--- config.mk ---
export PLATFORM = sky130hd
export DESIGN_NAME = ps2_host_transmitter
export DESIGN_NICKNAME = d
export VERILOG_FILES = /design/src/rtl/ps2_host_transmitter.sv
export SDC_FILE = /design/constraint.sdc
export NUM_CORES = 1
export LEC_CHECK = 0
export CAP_MARGIN = 20
export CORE_UTILIZATION = 59
export DETAILED_ROUTE_END_ITERATION = 16
export HOLD_SLACK_MARGIN = 0.05
export PLACE_DENSITY_LB_ADDON = 0.2
export SKIP_CTS_REPAIR_TIMING = 1
export SLEW_MARGIN = 20
export SYNTH_ARGS = -nofsm -noshare
export SYNTH_HDL_FRONTEND = slang
export SYNTH_SLANG_ARGS = --single-unit
--- constraint.sdc ---
create_clock -name clk -period 2.2 [get_ports clk]
set_input_delay 0.44 -clock clk [delete_from_list [all_inputs] [get_ports clk]]
set_output_delay 0.44 -clock clk [all_outputs]
set_load 0.02 [all_outputs]
--- src/rtl/ps2_host_transmitter.sv ---
// Host-to-device PS/2 byte transmitter: inhibit, request-to-send, 11-bit frame, ACK check.
// Optional single retry on ack_error/timeout when PS2_TX_RETRY_EN is defined.
module ps2_host_transmitter #(
    parameter int INHIBIT_CYCLES = 5000,
    parameter int TIMEOUT_CYCLES = 750000
) (
    input  logic       clk,
    input  logic       rst,
    input  logic       ps2_clk,
    input  logic       ps2_data,
    input  logic [7:0] tx_data,
    input  logic       tx_valid,
    output logic       tx_ready,
    output logic       ps2_clk_drive_low,
    output logic       ps2_data_drive_low,
    output logic       busy,
    output logic       done,
    output logic       ack_error,
    output logic       timeout
);

    localparam int IW = (INHIBIT_CYCLES > 1) ? $clog2(INHIBIT_CYCLES) : 1;
    localparam int TW = (TIMEOUT_CYCLES > 1) ? $clog2(TIMEOUT_CYCLES) : 1;
    localparam logic [IW-1:0] INH_LAST = IW'(INHIBIT_CYCLES - 1);
    localparam logic [TW-1:0] TO_LAST = TW'(TIMEOUT_CYCLES - 1);

    typedef enum logic [2:0] {
        S_IDLE,
        S_INHIBIT,
        S_REQ,
        S_DATA,
        S_ACK,
        S_WAIT
    } state_t;

    state_t        state_q, state_d;
    logic [7:0]    shift_q, shift_d;
    logic          parity_q, parity_d;
    logic [3:0]    bit_idx_q, bit_idx_d;
    logic [IW-1:0] inh_cnt_q, inh_cnt_d;
    logic [TW-1:0] to_cnt_q, to_cnt_d;
    logic          ok_q, ok_d;
    logic          clk_s1_q, clk_s1_d, clk_s2_q, clk_s2_d, clk_prev_q, clk_prev_d;
    logic          dat_s1_q, dat_s1_d, dat_s2_q, dat_s2_d;
    logic          clk_drv_q, clk_drv_d, dat_drv_q, dat_drv_d;
    logic          busy_q, busy_d, tx_ready_q, tx_ready_d;
    logic          done_q, done_d, ack_error_q, ack_error_d, timeout_q, timeout_d;
`ifdef PS2_TX_RETRY_EN
    logic          retry_q, retry_d;
`endif

    logic fall, running, to_hit, fail_ack, finish_ok;

    always_comb begin
        clk_s1_d   = ps2_clk;
        clk_s2_d   = clk_s1_q;
        clk_prev_d = clk_s2_q;
        dat_s1_d   = ps2_data;
        dat_s2_d   = dat_s1_q;
        fall       = clk_prev_q & ~clk_s2_q;

        state_d     = state_q;
        shift_d     = shift_q;
        parity_d    = parity_q;
        bit_idx_d   = bit_idx_q;
        inh_cnt_d   = inh_cnt_q;
        to_cnt_d    = to_cnt_q;
        ok_d        = ok_q;
        clk_drv_d   = clk_drv_q;
        dat_drv_d   = dat_drv_q;
        busy_d      = busy_q;
        tx_ready_d  = tx_ready_q;
        done_d      = 1'b0;
        ack_error_d = 1'b0;
        timeout_d   = 1'b0;
`ifdef PS2_TX_RETRY_EN
        retry_d     = retry_q;
`endif
        fail_ack  = 1'b0;
        finish_ok = 1'b0;

        running = (state_q == S_REQ) || (state_q == S_DATA) ||
                  (state_q == S_ACK) || (state_q == S_WAIT);
        to_hit  = running && (to_cnt_q == TO_LAST);
        if (running && !to_hit) begin
            to_cnt_d = to_cnt_q + 1'b1;
        end

        case (state_q)
            S_IDLE: begin
                if (tx_valid) begin
                    shift_d    = tx_data;
                    parity_d   = ~^tx_data;
                    inh_cnt_d  = '0;
                    clk_drv_d  = 1'b1;
                    dat_drv_d  = 1'b0;
                    busy_d     = 1'b1;
                    tx_ready_d = 1'b0;
                    state_d    = S_INHIBIT;
`ifdef PS2_TX_RETRY_EN
                    retry_d    = 1'b0;
`endif
                end
            end
            S_INHIBIT: begin
                inh_cnt_d = inh_cnt_q + 1'b1;
                if (inh_cnt_q == INH_LAST) begin
                    clk_drv_d = 1'b0;
                    dat_drv_d = 1'b1;
                    bit_idx_d = '0;
                    to_cnt_d  = '0;
                    state_d   = S_REQ;
                end
            end
            S_REQ: begin
                state_d = S_DATA;
            end
            S_DATA: begin
                if (fall) begin
                    bit_idx_d = bit_idx_q + 1'b1;
                    if (bit_idx_q < 4'd8) begin
                        dat_drv_d = ~shift_q[bit_idx_q[2:0]];
                    end else if (bit_idx_q == 4'd8) begin
                        dat_drv_d = ~parity_q;
                    end else begin
                        dat_drv_d = 1'b0;
                        state_d   = S_ACK;
                    end
                end
            end
            S_ACK: begin
                if (fall) begin
                    ok_d    = ~dat_s2_q;
                    state_d = S_WAIT;
                end
            end
            S_WAIT: begin
                if (clk_s2_q && dat_s2_q) begin
                    finish_ok = ok_q;
                    fail_ack  = ~ok_q;
                end
            end
            default: begin
                state_d = S_IDLE;
            end
        endcase

        // timeout wins over any fall or ACK outcome in the same cycle
        if (to_hit || fail_ack) begin
            clk_drv_d = 1'b0;
            dat_drv_d = 1'b0;
`ifdef PS2_TX_RETRY_EN
            if (!retry_q) begin
                retry_d   = 1'b1;
                inh_cnt_d = '0;
                clk_drv_d = 1'b1;
                state_d   = S_INHIBIT;
            end else begin
                timeout_d   = to_hit;
                ack_error_d = ~to_hit;
                busy_d      = 1'b0;
                tx_ready_d  = 1'b1;
                state_d     = S_IDLE;
            end
`else
            timeout_d   = to_hit;
            ack_error_d = ~to_hit;
            busy_d      = 1'b0;
            tx_ready_d  = 1'b1;
            state_d     = S_IDLE;
`endif
        end else if (finish_ok) begin
            done_d     = 1'b1;
            clk_drv_d  = 1'b0;
            dat_drv_d  = 1'b0;
            busy_d     = 1'b0;
            tx_ready_d = 1'b1;
            state_d    = S_IDLE;
        end
    end

    always_ff @(posedge clk) begin
        if (rst) begin
            state_q     <= S_IDLE;
            shift_q     <= '0;
            parity_q    <= 1'b0;
            bit_idx_q   <= '0;
            inh_cnt_q   <= '0;
            to_cnt_q    <= '0;
            ok_q        <= 1'b0;
            clk_s1_q    <= 1'b1;
            clk_s2_q    <= 1'b1;
            clk_prev_q  <= 1'b1;
            dat_s1_q    <= 1'b1;
            dat_s2_q    <= 1'b1;
            clk_drv_q   <= 1'b0;
            dat_drv_q   <= 1'b0;
            busy_q      <= 1'b0;
            tx_ready_q  <= 1'b1;
            done_q      <= 1'b0;
            ack_error_q <= 1'b0;
            timeout_q   <= 1'b0;
`ifdef PS2_TX_RETRY_EN
            retry_q     <= 1'b0;
`endif
        end else begin
            state_q     <= state_d;
            shift_q     <= shift_d;
            parity_q    <= parity_d;
            bit_idx_q   <= bit_idx_d;
            inh_cnt_q   <= inh_cnt_d;
            to_cnt_q    <= to_cnt_d;
            ok_q        <= ok_d;
            clk_s1_q    <= clk_s1_d;
            clk_s2_q    <= clk_s2_d;
            clk_prev_q  <= clk_prev_d;
            dat_s1_q    <= dat_s1_d;
            dat_s2_q    <= dat_s2_d;
            clk_drv_q   <= clk_drv_d;
            dat_drv_q   <= dat_drv_d;
            busy_q      <= busy_d;
            tx_ready_q  <= tx_ready_d;
            done_q      <= done_d;
            ack_error_q <= ack_error_d;
            timeout_q   <= timeout_d;
`ifdef PS2_TX_RETRY_EN
            retry_q     <= retry_d;
`endif
        end
    end

    assign tx_ready           = tx_ready_q;
    assign ps2_clk_drive_low  = clk_drv_q;
    assign ps2_data_drive_low = dat_drv_q;
    assign busy               = busy_q;
    assign done               = done_q;
    assign ack_error          = ack_error_q;
    assign timeout            = timeout_q;

endmodule
==> impl_metrics.tcl <==
set metrics [dict create \
    drcViolationCount 0 \
    synth.top_cells.by_area "sky130_fd_sc_hd__dfxtp_1, sky130_fd_sc_hd__a21oi_1, sky130_fd_sc_hd__nand2_1" \
    critPathRequiredTime_ps 2440 \
    final_cell_mix "sky130_fd_sc_hd__dfxtp_1, sky130_fd_sc_hd__nand2_1, sky130_fd_sc_hd__a21oi_1, sky130_fd_sc_hd__nand3_1" \
    core_area_um2 5070 \
    seq_area_frac_synth_pct 40.0 \
    timing.critical_path.from_type "register" \
    final_area_um2 3580 \
    post_route_cells_drive_above_1_share_pct 12.3 \
    cts-buffers-inserted 9 \
    routed-via-count 2738 \
    max_cap_violations 0 \
    timing.critical_path.to_type "register" \
    worstSetupPathType "reg -> reg" \
    critical_path.n_buffers_inverters 0 \
    netSwitchingPower_uw 597 \
    ioPinCount 20 \
    synth.avg_cell_area_um2 8.72 \
    synth_seq_cells 62 \
    synth_edf_count 0 \
    synthDominantAreaCellType "sky130_fd_sc_hd__dfxtp_1" \
    final.setup_skew_ps 5.41 \
    place_area_um2 3390 \
    total_power_density_per_cell_area_nw_per_um2 675 \
    setup_violations 0 \
    clk_transition_reported_paths_ps 70 \
    summed_instance_area_of_the_synthesized_netlist_um2 3110 \
    run_status "finished clean" \
    netlist_instances 356 \
    pwr-share-comb_pct 11.1 \
    clock_insertion_delay_worst_skew_ps 340 \
    internal_power_uw 1820 \
    detail_route.wirelength_um 6510 \
    layout_commonest_cell "sky130_fd_sc_hd__dfxtp_1" \
    drt_iter0_markers 281 \
    design.final.nets 395 \
    hold_path_class "reg -> reg" \
    timing.critical_path.arrival_ps 2170 \
    grt_start_max_net_pins 31 \
    clock_tree_from_tritoncts "done" \
    htree_num_levels 3 \
    placementRows 26 \
    p_leak_uw 0.00125 \
    antennaDiodeCount 0 \
    max_freq_ghz 0.518 \
    synth_cell_type_count 56 \
    ys_warn_count 0 \
    layout.filler_cells 429 \
    viasPerCell 6.06 \
    clock_power_share_pct 39.9 \
    path_cells "mux4_2 > mux2_2 > o2111a_1 > a2111oi_2" \
    globalRouteOverflowTotal 0 \
    rsz0062_at_grt "false" \
    final.setup.tns_ps 0 \
    pwr-share-seq_pct 49.0 \
    ys_dominant_reg_cell "sky130_fd_sc_hd__dfxtp_1" \
    globalRouteTotalUtil_pct 26.3 \
    max-vdd-ir-drop_uv 574 \
    io_buffers 19 \
    critical_path_peak_fanout 6 \
    grt_pass1_vias 2358 \
    finalMaxSlewViolations 0 \
    cts-root-buf "sky130_fd_sc_hd__clkbuf_8" \
    half_perimeter_wire_length_of_the_detailed_placement_result_um 4520 \
    areaGrowthSynthToFinish_pct 15.4 \
    wire_length_of_the_first_global_routing_pass_um 10900 \
    final_period_util_pct 87.7 \
    hold_slack_ps 428 \
    fp.dieH_um 74.6 \
    floorplan.die.width_um 74.6 \
    floorplan.die_area_um2 5560 \
    switching_share_pct 24.7 \
    path_delay_family "multiplexers" \
    asyncSetResetFlopFracSynth_pct 0 \
    drtPass1Iterations 5 \
    synth_top_area_share_pct 40.0 \
    tritoncts_num_sinks 62 \
    max-clock-path-buffers 2 \
    place.gp.congestion 0.795 \
    actual_slew_at_the_worst_max_slew_pin_ps 538 \
    antenna_found_initial 0 \
    detail-route-antenna-nets 0 \
    timing.max_slew.rel_slack_pct 63.6 \
    mappedNetlistNets 373 \
    post_drt_wl_per_cell_um 14.4 \
    critPathMaxStageDelay_ps 560 \
    finalWorstPathRequiredPeriod_ps 1930 \
    critical-path-slowest-cell "sky130_fd_sc_hd__mux4_2" \
    timing_hold_violations_final 0 \
    start_util_pct 61.2 \
]
## registers in the layout (all words and copies together) (netlist names), 3 cells and up
register	flops
bit_idx_q	4
shift_q	8
inh_cnt_q	13
to_cnt_q	20
state_q	3
## Yosys cell counts, drive strengths merged, types with 3 or more instances
| cell | n |
|---|---|
| nand2 | 33 |
| a31o | 3 |
| inv | 7 |
| nand4 | 13 |
| nand3b | 9 |
| or3 | 7 |
| o21ai | 15 |
| nor2 | 20 |
| a21oi | 29 |
| a311oi | 4 |
| dfxtp | 62 |
| and2 | 3 |
| or4 | 5 |
| nor4b | 5 |
| o31ai | 3 |
| nor3 | 4 |
| nand2b | 4 |
| and3 | 7 |
| xor2 | 6 |
| ha | 4 |
| mux2i | 10 |
| xnor2 | 8 |
| nand3 | 22 |
| a211oi | 4 |
| and4 | 6 |
| buf | 8 |
| clkbuf | 12 |
| or2 | 6 |
| nor4bb | 3 |
| o311ai | 3 |
| nor2b | 5 |
## area by class of cell
cell class                      instances  area [um2]  area share, %
Timing Repair Buffer                   31         280           7.82
Clock buffer                           10         138           3.84
Sequential cell                        62        1240           34.6
Multi-Input combinational cell        267        1760           49.1
Inverter                                7        26.3          0.733
Clock inverter                          5        50.0           1.40
Tap cell                               70        87.6           2.44
## path summary, 6_finish.rpt
path / start / depth (start not counted) / slack [ps] / to
max: bit_idx_q[0]$_SDFFE_PP0P_ / 4 / 270 / ps2_data_drive_low$_SDFFE_PP0P_
min: dat_s1_q$_SDFF_PP1_ / 1 / 430 / dat_s2_q$_SDFF_PP1_
max reg2reg: bit_idx_q[0]$_SDFFE_PP0P_ / 4 / 270 / ps2_data_drive_low$_SDFFE_PP0P_
min reg2reg: dat_s1_q$_SDFF_PP1_ / 1 / 430 / dat_s2_q$_SDFF_PP1_
## logic make-up (layout without fill, tap and decap cells)
| kind of cell | Yosys count | count (layout) | synth area share (%) |
|---|---|---|---|
| DFF | 62 | 62 | 40.0 |
| buffers and inverters | 27 | 53 | 3.63 |
| and+or+nand+nor | 162 | 162 | 30.3 |
| adders and majority gates | 4 | 4 | 1.61 |
| muxes | 13 | 13 | 5.04 |
| AOI/OAI and AO/OA | 74 | 74 | 15.3 |
| xor gates and xnor gates | 14 | 14 | 4.19 |
## through the flow
| step | power (uW) | instances | utilization (%) | setup slack [ps] |
|---|---|---|---|---|
| 3_3_place_gp | 1470 | 437 | 66.9 | 136 |
| 2_1_floorplan | 1380 | 356 | - | 441 |
| 6_report | 2420 | 452 | 70.6 | 270 |
| 5_1_grt | 2540 | 452 | 70.6 | 50.0 |
| 4_1_cts | 2440 | 452 | 70.6 | 204 |
| 3_5_place_dp | 1480 | 437 | 66.9 | 120 |
## power groups by stage
stage | Sequential, uW | Combinational (uW) | Clock, uW
floorplan | 1200 | 175 | 0
finish | 1180 | 269 | 964
detailed placement | 1210 | 267 | 0
global route | 1190 | 299 | 1050
CTS | 1180 | 269 | 988
global placement | 1210 | 262 | 0
## routing by layer
metal | global-route usage, % | part of all wire, % | vias up | wire length [um]
li1 | - | - | 1364 | -
met1 | 34.7 | 47 | 1300 | 3050
met2 | 39.6 | 48 | 67 | 3120
met3 | 10.7 | 4.3 | 7 | 280
met4 | 7.76 | 0.97 | 0 | 63
met5 | 0 | 0 | - | 0
## worst register-to-register path, delay by kind of cell, from the launching register on
kind | cells | cell delay (ps)
DFF | 1 | 490
AOI/OAI and AO/OA | 2 | 500
muxes | 2 | 850
No activity file was read; power rests on OpenSTA's default activity.
